### src/rtl/ppa_pipe_if.sv
// Handshake/operand bundle for ppa_pipe: operand side (in_*) and result side (out_*).
// The adder side uses the slave modport; the producer/consumer side uses master.
interface ppa_pipe_if #(
  parameter int WIDTH = 16
);
  logic             in_valid;
  logic             in_ready;
  logic [WIDTH-1:0] add_1;
  logic [WIDTH-1:0] add_2;
  logic             c_in;
  logic             sub;
  logic             out_valid;
  logic             out_ready;
  logic [WIDTH-1:0] sum;
  logic             c_out;
  logic             ovf;

  modport master (
    output in_valid, add_1, add_2, c_in, sub, out_ready,
    input  in_ready, out_valid, sum, c_out, ovf
  );

  modport slave (
    input  in_valid, add_1, add_2, c_in, sub, out_ready,
    output in_ready, out_valid, sum, c_out, ovf
  );
endinterface

### src/rtl/ppa_pipe.sv
// Pipelined Brent-Kung prefix adder/subtractor with per-stage valid/ready flow control.
// Optional macro PPA_PIPE_SAT_EN saturates the sum to the signed limit on overflow.
module ppa_pipe #(
  parameter int WIDTH  = 16,
  parameter int STAGES = 2
) (
  input logic      clk,
  input logic      rst_n,
  ppa_pipe_if.slave bus
);

  localparam int LOG    = $clog2(WIDTH);
  localparam int LEVELS = 2 * LOG;
  localparam int BASE   = LEVELS / STAGES;
  localparam int EXTRA  = LEVELS % STAGES;

  // g/gp are the running group generate/propagate; p is the bitwise propagate kept for the sum XOR.
  typedef struct packed {
    logic [WIDTH-1:0] g;
    logic [WIDTH-1:0] gp;
    logic [WIDTH-1:0] p;
    logic [WIDTH-1:0] sum;
    logic             cin;
    logic             a_msb;
    logic             c_out;
    logic             ovf;
  } stage_t;

  function automatic stage_t condition(logic [WIDTH-1:0] a, logic [WIDTH-1:0] b,
                                       logic ci, logic s);
    stage_t           r;
    logic [WIDTH-1:0] bb;
    logic             cc;
    bb      = s ? ~b : b;
    cc      = ci ^ s;
    r       = '0;
    r.p     = a ^ bb;
    r.gp    = a ^ bb;
    r.g     = a & bb;
    // Carry-in enters as a generate below bit 0, so every prefix G already includes it.
    r.g[0]  = r.g[0] | (r.p[0] & cc);
    r.cin   = cc;
    r.a_msb = a[WIDTH-1];
    return r;
  endfunction

  // Levels 0..LOG-1 are the up-sweep, then LOG-1 down-sweep levels, then the sum XOR.
  function automatic stage_t apply_level(stage_t s, int lvl);
    stage_t r;
    int     d;
    r = s;
    if (lvl < LOG) begin
      d = 1 << lvl;
      for (int i = 0; i < WIDTH; i++) begin
        if (((i + 1) % (2 * d)) == 0) begin
          r.g[i]  = s.g[i] | (s.gp[i] & s.g[i-d]);
          r.gp[i] = s.gp[i] & s.gp[i-d];
        end
      end
    end else if (lvl < LEVELS - 1) begin
      d = 1 << (LEVELS - 2 - lvl);
      for (int i = 0; i < WIDTH; i++) begin
        if (i >= 2 * d && ((i + 1) % (2 * d)) == d) begin
          r.g[i]  = s.g[i] | (s.gp[i] & s.g[i-d]);
          r.gp[i] = s.gp[i] & s.gp[i-d];
        end
      end
    end else begin
      r.sum   = s.p ^ {s.g[WIDTH-2:0], s.cin};
      r.c_out = s.g[WIDTH-1];
      r.ovf   = !s.p[WIDTH-1] && (r.sum[WIDTH-1] != s.a_msb);
`ifdef PPA_PIPE_SAT_EN
      if (r.ovf) r.sum = {s.a_msb, {(WIDTH-1){~s.a_msb}}};
`endif
    end
    return r;
  endfunction

  logic [STAGES-1:0] valid_q;
  logic [STAGES-1:0] ready;
  stage_t            data_q [STAGES];

  for (genvar k = 0; k < STAGES; k++) begin : g_stage
    // Earlier stages absorb the remainder when levels do not divide evenly.
    localparam int FIRST = k * BASE + ((k < EXTRA) ? k : EXTRA);
    localparam int CNT   = BASE + ((k < EXTRA) ? 1 : 0);

    stage_t d_in;
    stage_t d_next;
    stage_t data_r;
    logic   valid_r;
    logic   prev_valid;

    if (k == 0) begin : g_head
      assign d_in       = condition(bus.add_1, bus.add_2, bus.c_in, bus.sub);
      assign prev_valid = bus.in_valid;
    end else begin : g_body
      assign d_in       = data_q[k-1];
      assign prev_valid = valid_q[k-1];
    end

    // A stage can load when it or every stage after it has room, or the consumer drains.
    assign ready[k] = bus.out_ready | ~(&valid_q[STAGES-1:k]);

    // NOTE: blocking assignment chains the levels of this group within one cycle.
    always_comb begin
      d_next = d_in;
      for (int l = 0; l < CNT; l++) d_next = apply_level(d_next, FIRST + l);
    end

    always_ff @(posedge clk or negedge rst_n) begin
      if (!rst_n) begin
        valid_r <= 1'b0;
        // NOTE: data is reset too so the outputs read zero right after reset.
        data_r  <= '0;
      end else if (ready[k]) begin
        valid_r <= prev_valid;
        if (prev_valid) data_r <= d_next;
      end
    end

    assign valid_q[k] = valid_r;
    assign data_q[k]  = data_r;
  end

  assign bus.in_ready  = ready[0];
  assign bus.out_valid = valid_q[STAGES-1];
  assign bus.sum       = data_q[STAGES-1].sum;
  assign bus.c_out     = data_q[STAGES-1].c_out;
  assign bus.ovf       = data_q[STAGES-1].ovf;

endmodule
### src/flat_wrapper.sv
// flat-port wrapper written by rule: the top's interface ports become plain ports
module ppa_pipe_flat 
#(
  parameter int WIDTH  = 16,
  parameter int STAGES = 2
)
  (clk, rst_n, bus_in_valid, bus_add_1, bus_add_2, bus_c_in, bus_sub, bus_out_ready, bus_in_ready, bus_out_valid, bus_sum, bus_c_out, bus_ovf);
  ppa_pipe_if #(.WIDTH(WIDTH)) bus_i ();
  input logic clk;
  input logic rst_n;
  input wire logic [$bits(bus_i.in_valid)-1:0] bus_in_valid;
  input wire logic [$bits(bus_i.add_1)-1:0] bus_add_1;
  input wire logic [$bits(bus_i.add_2)-1:0] bus_add_2;
  input wire logic [$bits(bus_i.c_in)-1:0] bus_c_in;
  input wire logic [$bits(bus_i.sub)-1:0] bus_sub;
  input wire logic [$bits(bus_i.out_ready)-1:0] bus_out_ready;
  output wire logic [$bits(bus_i.in_ready)-1:0] bus_in_ready;
  output wire logic [$bits(bus_i.out_valid)-1:0] bus_out_valid;
  output wire logic [$bits(bus_i.sum)-1:0] bus_sum;
  output wire logic [$bits(bus_i.c_out)-1:0] bus_c_out;
  output wire logic [$bits(bus_i.ovf)-1:0] bus_ovf;
  assign bus_i.in_valid = bus_in_valid;
  assign bus_i.add_1 = bus_add_1;
  assign bus_i.add_2 = bus_add_2;
  assign bus_i.c_in = bus_c_in;
  assign bus_i.sub = bus_sub;
  assign bus_i.out_ready = bus_out_ready;
  assign bus_in_ready = bus_i.in_ready;
  assign bus_out_valid = bus_i.out_valid;
  assign bus_sum = bus_i.sum;
  assign bus_c_out = bus_i.c_out;
  assign bus_ovf = bus_i.ovf;
  ppa_pipe #(.WIDTH(WIDTH), .STAGES(STAGES)) u_core (.clk(clk), .rst_n(rst_n), .bus(bus_i));
endmodule
### config.mk
export PLATFORM = sky130hd
export DESIGN_NAME = ppa_pipe_flat
export DESIGN_NICKNAME = d
export VERILOG_FILES = /design/src/rtl/ppa_pipe_if.sv /design/src/rtl/ppa_pipe.sv /design/src/flat_wrapper.sv
export SDC_FILE = /design/constraint.sdc
export NUM_CORES = 1
export LEC_CHECK = 0
export CAP_MARGIN = 20
export CORE_AREA = 4 4 98 100
export DETAILED_ROUTE_END_ITERATION = 6
export DIE_AREA = 0 0 102 104
export SYNTH_ARGS = -nofsm -noshare
export SYNTH_HDL_FRONTEND = slang
export SYNTH_SLANG_ARGS = --single-unit
### constraint.sdc
create_clock -name clk -period 3.74 [get_ports clk]
set_clock_uncertainty 0.2 [all_clocks]
set_input_delay 0.748 -clock clk [delete_from_list [all_inputs] [get_ports clk]]
set_output_delay 0.748 -clock clk [all_outputs]
set_load 0.05 [all_outputs]
== Word level (Yosys, flattened, before mapping) ==
Index checks and enable logic that the tools add are counted.
Storage, ports and cells
  input port bits: 38
  logic and storage cells: 94
  output and inout bits: 20
  bits in registers: 69
Cells by class
  mux-type cells: 1
  reduce and logical (&&, ||, !) cells: 5
  eq/ne operators: 1
  bitwise operators: 77
Operators by type and width (count)
  1-bit bitwise AND: 41
  16-bit XOR: 2
  1-bit bitwise OR: 29
  16-bit bitwise AND: 1
  16-bit 2-to-1 mux: 1
  16-bit inverter: 1
  2-bit AND reduction: 3
  1-bit inverter: 2
  1-bit logical AND: 1
  1-bit logical NOT: 1
  1-bit inequality test: 1
  1-bit XOR: 1

== Depth between registers and ports, before layout ==
Gate-level depths: netlist of the first run.
  depth after elaboration: 13
  depth in mapped cells: 9
  gate-level depth less buffers: 7

== Worst setup path before layout of the first run ==
No wires, ideal clock.
  path type: input port to flip-flop
  from: input port bus_sub
  to: register u_core.g_stage[0].data_r, in the netlist u_core.data_q[135]
  path slack: 0.971 ns
  stages on the path: 8
  data arrival time: 2.495 ns
  path buffers: 2
  required time: 3.466 ns
  cells stage by stage: buf_2 > buf_2 > xor2_1 > ha_1 > nand2_2 > or3_1 > or3_1 > o21ai_2
RTL lines
  start, declared: RTL line flat_wrapper.sv:15  | input wire logic [$bits(bus_i.sub)-1:0] bus_sub;
  end signal, assigned: RTL line ppa_pipe.sv:118  | if (prev_valid) data_r <= d_next;
  end, declared: RTL line ppa_pipe.sv:90  | stage_t data_r;

== Final worst setup path of the first run ==
  from: input port bus_out_ready
  to: output port bus_in_ready
Between the ends
  word-level cells in the longest chain between the ends: 1
RTL lines
  start, declared: RTL line flat_wrapper.sv:16  | input wire logic [$bits(bus_i.out_ready)-1:0] bus_out_ready;
  1-bit bitwise OR: RTL line ppa_pipe.sv:103  | assign ready[k] = bus.out_ready | ~(&valid_q[STAGES-1:k]);
  end, declared: RTL line flat_wrapper.sv:17  | output wire logic [$bits(bus_i.in_ready)-1:0] bus_in_ready;
Every way passes these cells.

==> results of run 1 <==
-- power by group through the flow --
stage / Clock, W / Combinational (W) / Sequential, W
2_1_floorplan: 0 / 0.000721 / 0.000912
3_3_place_gp: 0 / 0.000924 / 0.000906
3_5_place_dp: 0 / 0.000931 / 0.000912
4_1_cts: 0.000612 / 0.000935 / 0.000902
5_1_grt: 0.000636 / 0.000994 / 0.000923
6_report: 0.000590 / 0.000918 / 0.000898
-- through the flow --
step	cells	utilization	total power [W]
finish	417	0.434	0.00241
global route	417	0.434	0.00255
CTS	417	0.434	0.00245
detailed placement	402	0.411	0.00184
global placement	402	0.411	0.00183
floorplan	256	-	0.00163
-- routing by layer --
| metal | track usage | share of wire | vias to the layer above |
|---|---|---|---|
| met5 | 0 | 0 | - |
| met4 | 0.0534 | 0.021 | 0 |
| met3 | 0.0315 | 0.039 | 9 |
| met2 | 0.182 | 0.48 | 35 |
| met1 | 0.152 | 0.46 | 923 |
| li1 | - | - | 962 |
-- critical path: stages --
cell and delay (ns):
sky130_fd_sc_hd__clkdlybuf4s50_1 0.47, sky130_fd_sc_hd__nand3b_4 0.14, sky130_fd_sc_hd__clkdlybuf4s50_1 0.80
-- layout make-up --
class,instances,area share
multi-input cells,172,0.362
flip-flops and latches,58,0.385
inverters,1,0.000996
repair buffers,63,0.162
clock inverters,2,0.00930
well taps,108,0.0359
clock buffers,13,0.0448
-- state kept, by name, indices dropped and copies added, names as in the netlist --
register	flops
u_core.bus.c_out	1
u_core.g_stage.valid_r	1
u_core.bus.out_valid	1
u_core.bus.ovf	1
u_core.bus.sum	16
u_core.data_q	38
-- cells in the mapped netlist (2+ instances only) --
| cell type | count |
|---|---|
| sky130_fd_sc_hd__o31ai_1 | 2 |
| sky130_fd_sc_hd__a21oi_1 | 5 |
| sky130_fd_sc_hd__ha_1 | 23 |
| sky130_fd_sc_hd__a21o_1 | 5 |
| sky130_fd_sc_hd__buf_4 | 16 |
| sky130_fd_sc_hd__o21ai_1 | 2 |
| sky130_fd_sc_hd__xor2_1 | 24 |
| sky130_fd_sc_hd__dfrtp_1 | 58 |
| sky130_fd_sc_hd__nand2b_1 | 2 |
| sky130_fd_sc_hd__xnor2_1 | 3 |
| sky130_fd_sc_hd__or3_1 | 2 |
| sky130_fd_sc_hd__mux2_2 | 33 |
| sky130_fd_sc_hd__nor2_1 | 9 |
| sky130_fd_sc_hd__clkbuf_1 | 3 |
| sky130_fd_sc_hd__buf_2 | 6 |
| sky130_fd_sc_hd__o21ai_0 | 20 |
| sky130_fd_sc_hd__nand2_1 | 30 |
-- cell families after synthesis --
| kind of cell | after synthesis |
|---|---|
| DFF | 58 |
| and+or+nand+nor | 47 |
| AOI/OAI and AO/OA | 42 |
| muxes | 33 |
| xor gates and xnor gates | 27 |
| buffers and inverters | 26 |
| adders and majority gates | 23 |
-- how the worst max path moves through the flow --
stage,to,cells after the start,start
finish,bus_in_ready,3,bus_out_ready
floorplan,u_core.data_q[135],8,bus_sub
global placement,u_core.data_q[135],9,bus_sub
detailed placement,u_core.data_q[135],9,bus_sub
CTS,bus_in_ready,3,bus_out_ready
global route,bus_in_ready,3,bus_out_ready
==> impl_results.md, run 1 <==
- Run status: finished, final reports clean
- Adder-cell share of the synthesized area: 0.0966
- Most common cell after layout, fill and taps aside: sky130_fd_sc_hd__dfrtp_1
- Fraction of final layout cells with drive strength greater than 1: 0.191
- Worst EP required: 2.79 ns
- Largest family of logic cells by synthesized area: multiplexers
- Via count of the first global-routing pass: 2068
- Syn nets: 317
- Final hold violation count: 0
- Synthesized-area fraction occupied by ao, oa, aoi and oai cells: 0.0857
- Root Buffer Master: sky130_fd_sc_hd__clkbuf_8
- Setup-failing EPs final: 0
- Share of total power in the clock network: 0.245
- Most instantiated flip-flop cell in the synthesis netlist: sky130_fd_sc_hd__dfrtp_1
- Antenna diode count: 0
- Total negative slack: 0 ns
- Worst hold slack after final layout: 0.142 ns
- Routed via count: 1929
- Type of the worst setup path: in -> out
- DR iter-0 viols: 35
- Share of flip-flops with an asynchronous set or reset: 1.00
- Level count of the clock H-tree: 3
- Worst Max-Slew Pin Slew: 0.857 ns
- Maximum vdd ir drop: 0.000245 V
- R2R Path Start: u_core.bus.out_valid
- Parity-gate share of the synthesized area counting xor and xnor cells: 0.0794
- Basic-gate share of the synthesized area counting and, or, nand and nor cells: 0.0710
- Core area: 8680 um^2
- Worst setup timing slack at the placement stage: 0.440 ns
- Post-synthesis cell type with the largest combined area: sky130_fd_sc_hd__dfrtp_1
- Number of setup buffers added after CTS: 0
- WL per Instance: 13.7 um
- Max Fclk: 0.321 GHz
- Post-Syn Instances: 256
- Area of all sequential standard cells: 1450 um^2
- Mux contribution to synthesized area: 0.125
- Proportion of total power due to net switching: 0.361
- Die area: 10600 um^2
- Buffer depth of the longest clock path: 2
- I/O pins: 58
- CTS clk-pin slew, worst paths: 0.06 ns
- Total track usage: 0.117
- Area share of the largest cell type after synthesis: 0.487
- TritonCTS clock tree: done
- Total clock buffers created by CTS: 9
- Power spent charging and discharging nets: 0.000869 W
- Setup repair after global routing missed its margin: false
- Clock latency on the worst-skew pair: 0.33 ns
- Dominant cells by area after synthesis: sky130_fd_sc_hd__dfrtp_1, sky130_fd_sc_hd__mux2_2, sky130_fd_sc_hd__ha_1
- Instance area after placement: 3560 um^2
- Initial core utilization: 0.343
- Count of port buffers added during placement: 57
- Routed vias/inst: 4.63
- Vertical extent of the die: 104 um
- Antenna-violating nets left: 0
- NumNets Final: 366
- Reported leakage power: 1.69 nW
- Share of the cycle needed by the critical path after routing: 0.834
- Placed wire-length estimate: 4310 um
- Total iterations of the first detailed-routing run: 4
- Register-to-register path setup slack: 1.86 ns
- Sequential cell area fraction in the yosys report: 0.487
- Total non-filler cell area in the finished layout: 3770 um^2
- Tightest slew margin relative to the limit: 0.428
- Crit. End Element: output port
- Largest net degree at the start of global routing: 42
- Number of remaining DRC errors: 0
- Worst reg-to-reg path cell count: 3
- Syn. warnings: 0
- Post-Syn Area per Cell: 11.6 um^2
- Number of antenna violations at the first check in global routing: 0
- Post-Route WL: 5700 um
- Rows: 34
- Sequential Power Share: 0.373
- Die width: 102 um
- Synthesized flop and latch total: 58
- Count of pins over their slew limit: 0
- Part of the total power dissipated in combinational logic: 0.381
- Global-route wire length before repair: 9790 um
- Congestion Overflow GR: 0
- Final worst path period need: 3.12 ns
- Commonest non-fill, non-tap cells in the layout: sky130_fd_sc_hd__dfrtp_1, sky130_fd_sc_hd__clkdlybuf4s50_1, sky130_fd_sc_hd__mux2_2
- Endpoint of the lowest-slack register-to-register path: u_core.bus.sum[6]
- Max Cap Violations: 0
- Multi-input logic area: 1360 um^2
- Number of filler cells placed in the layout: 842
- Number of library cell types mapped by synthesis: 30
- Critical Path AT: 2.17 ns
- Area added between synthesis and finish: 26.5%
- Startpoint type of the worst setup path: input port
- Maximum fanout along the worst path: 4
- Cell Pwr Density: 639 nW/um^2
- Final RePlAce weighted congestion: 0.779
- # resized after CTS: 0
- Post-synthesis instance area: 2980 um^2
- Min-delay worst type: in -> async
- Post-CTS Hold Buffers: 0
- Number of enable flip-flop cells after synthesis: 0
- Sinks on the clock net: 58
- Final critical-path setup slack: 0.622 ns
- Design internal power: 0.00154 W
No activity file was read; power rests on OpenSTA's default activity.
==> run 2, diff against run 1 <==
clock period = 2.85 ns   (was 3.74 ns; I/O delays follow)
==> impl_results.md, run 2 (synthesized netlist as in run 1, its figures left out) <==
- Sequential Power Share: 0.378
- Startpoint type of the worst setup path: input port
- DR iter-0 viols: 25
- Total clock buffers created by CTS: 9
- Core area: 8680 um^2
- Number of setup buffers added after CTS: 0
- Clock latency on the worst-skew pair: 0.33 ns
- Root Buffer Master: sky130_fd_sc_hd__clkbuf_8
- # resized after CTS: 0
- Count of port buffers added during placement: 57
- TritonCTS clock tree: done
- Power spent charging and discharging nets: 0.00116 W
- Die area: 10600 um^2
- Number of remaining DRC errors: 0
- Initial core utilization: 0.343
- Die width: 102 um
- Largest net degree at the start of global routing: 59
- Total track usage: 0.117
- Maximum vdd ir drop: 0.000394 V
- Min-delay worst type: in -> async
- Setup-failing EPs final: 0
- Crit. End Element: flip-flop
- Share of the cycle needed by the critical path after routing: 0.904
- Routed vias/inst: 4.65
- Setup repair after global routing missed its margin: false
- Final RePlAce weighted congestion: 0.813
- Worst hold slack after final layout: 0.188 ns
- Max Cap Violations: 0
- Maximum fanout along the worst path: 15
- Worst EP required: 2.91 ns
- Utilization after layout: 0.438
- Routed via count: 1951
- Design internal power: 0.00195 W
- Cell Count Post-Placement: 404
- Count of non-filler cells in the finished layout: 420
- Max FFs per register: 38
- Part of the total power dissipated in combinational logic: 0.391
- Run status: finished, final reports clean
- Most common cell after layout, fill and taps aside: sky130_fd_sc_hd__dfrtp_1
- I/O pins: 58
- Congestion Overflow GR: 0
- NumNets Final: 368
- Overall Power: 0.00312 W
- Rows: 34
- Global-route wire length before repair: 9780 um
- Share of total power in the clock network: 0.231
- Placed wire-length estimate: 4240 um
- Number of antenna violations at the first check in global routing: 0
- Fraction of final layout cells with drive strength greater than 1: 0.202
- Area added between synthesis and finish: 27.5%
- WL per Instance: 13.8 um
- Final hold violation count: 0
- Type of the worst setup path: in -> reg
- Via count of the first global-routing pass: 2067
- CTS clk-pin slew, worst paths: 0.07 ns
- Tightest slew margin relative to the limit: 0.503
- Reported leakage power: 1.71 nW
- Cell Pwr Density: 821 nW/um^2
- Max Fclk: 0.388 GHz
- Worst Max-Slew Pin Slew: 0.745 ns
- Antenna diode count: 0
- Proportion of total power due to net switching: 0.373
- Count of pins over their slew limit: 0
- Post-CTS Hold Buffers: 0
- Commonest non-fill, non-tap cells in the layout: sky130_fd_sc_hd__dfrtp_1, sky130_fd_sc_hd__clkdlybuf4s50_1, sky130_fd_sc_hd__mux2_2
- Total negative slack: 0 ns
- Sinks on the clock net: 58
- Buffer depth of the longest clock path: 2
- Final worst path period need: 2.58 ns
- Antenna-violating nets left: 0
- Critical Path AT: 2.64 ns
- Total iterations of the first detailed-routing run: 4
- Level count of the clock H-tree: 3
- Post-Route WL: 5810 um
- Vertical extent of the die: 104 um
[run 2: cell count changes in the layout (fill, tap and decap cells not counted), sizes merged]
cell | previous run | this run
clkbuf | 13 | 10
clkdlybuf4s50 | 56 | 55
clkinvlp | 0 | 1
clkinv | 1 | 4
buf | 7 | 10
[run 2: path summary, 6_finish.rpt]
kind / from / cells past startpoint / to / slack [ns]
min: rst_n / 2 / u_core.bus.sum[10] / 0.19
max reg2reg: u_core.bus.out_valid / 5 / u_core.data_q[135] / 1.06
max in group asynchronous: rst_n / 2 / u_core.data_q[120] / 1.77
min reg2reg: u_core.bus.ovf / 2 / u_core.bus.ovf / 0.27
min in group clk: u_core.bus.ovf / 2 / u_core.bus.ovf / 0.27
max: bus_sub / 8 / u_core.data_q[135] / 0.27
[run 2: area by class of cell]
type / count / area, um^2
fillers: 843 / 4880
flip-flops and latches: 58 / 1450
multi-input cells: 172 / 1360
repair buffers: 65 / 661
well taps: 108 / 135
clock buffers: 10 / 128
clock inverters: 6 / 57.6
inverters: 1 / 3.75
[run 2: power groups by stage]
stage | Sequential, W | Clock (W) | Combinational (W)
3_3_place_gp | 0.00119 | 0 | 0.00122
4_1_cts | 0.00118 | 0.000745 | 0.00124
3_5_place_dp | 0.00120 | 0 | 0.00124
2_1_floorplan | 0.00120 | 0 | 0.000946
6_report | 0.00118 | 0.000721 | 0.00122
5_1_grt | 0.00121 | 0.000776 | 0.00131
[run 2: critical path, stage by stage]
cell	delay, ns
sky130_fd_sc_hd__clkdlybuf4s50_1	0.44
sky130_fd_sc_hd__buf_12	0.18
sky130_fd_sc_hd__xor2_1	0.17
sky130_fd_sc_hd__ha_1	0.33
sky130_fd_sc_hd__nand2_2	0.06
sky130_fd_sc_hd__or3_1	0.36
sky130_fd_sc_hd__or3_1	0.40
sky130_fd_sc_hd__o21ai_2	0.12
[run 2: metrics by stage]
step           worst slack [ns]  cell area [um^2]
2_1_floorplan             0.259              2980
3_3_place_gp           -0.00446              3610
3_5_place_dp            -0.0686              3610
4_1_cts                   0.279              3800
5_1_grt                   0.160              3800
6_report                  0.273              3800
[run 2: layer usage]
layer	up-vias	part of all wire	GRT usage
li1	971	-	-
met1	932	0.44	0.150
met2	38	0.49	0.184
met3	10	0.040	0.0228
met4	0	0.024	0.0637
met5	-	0	0
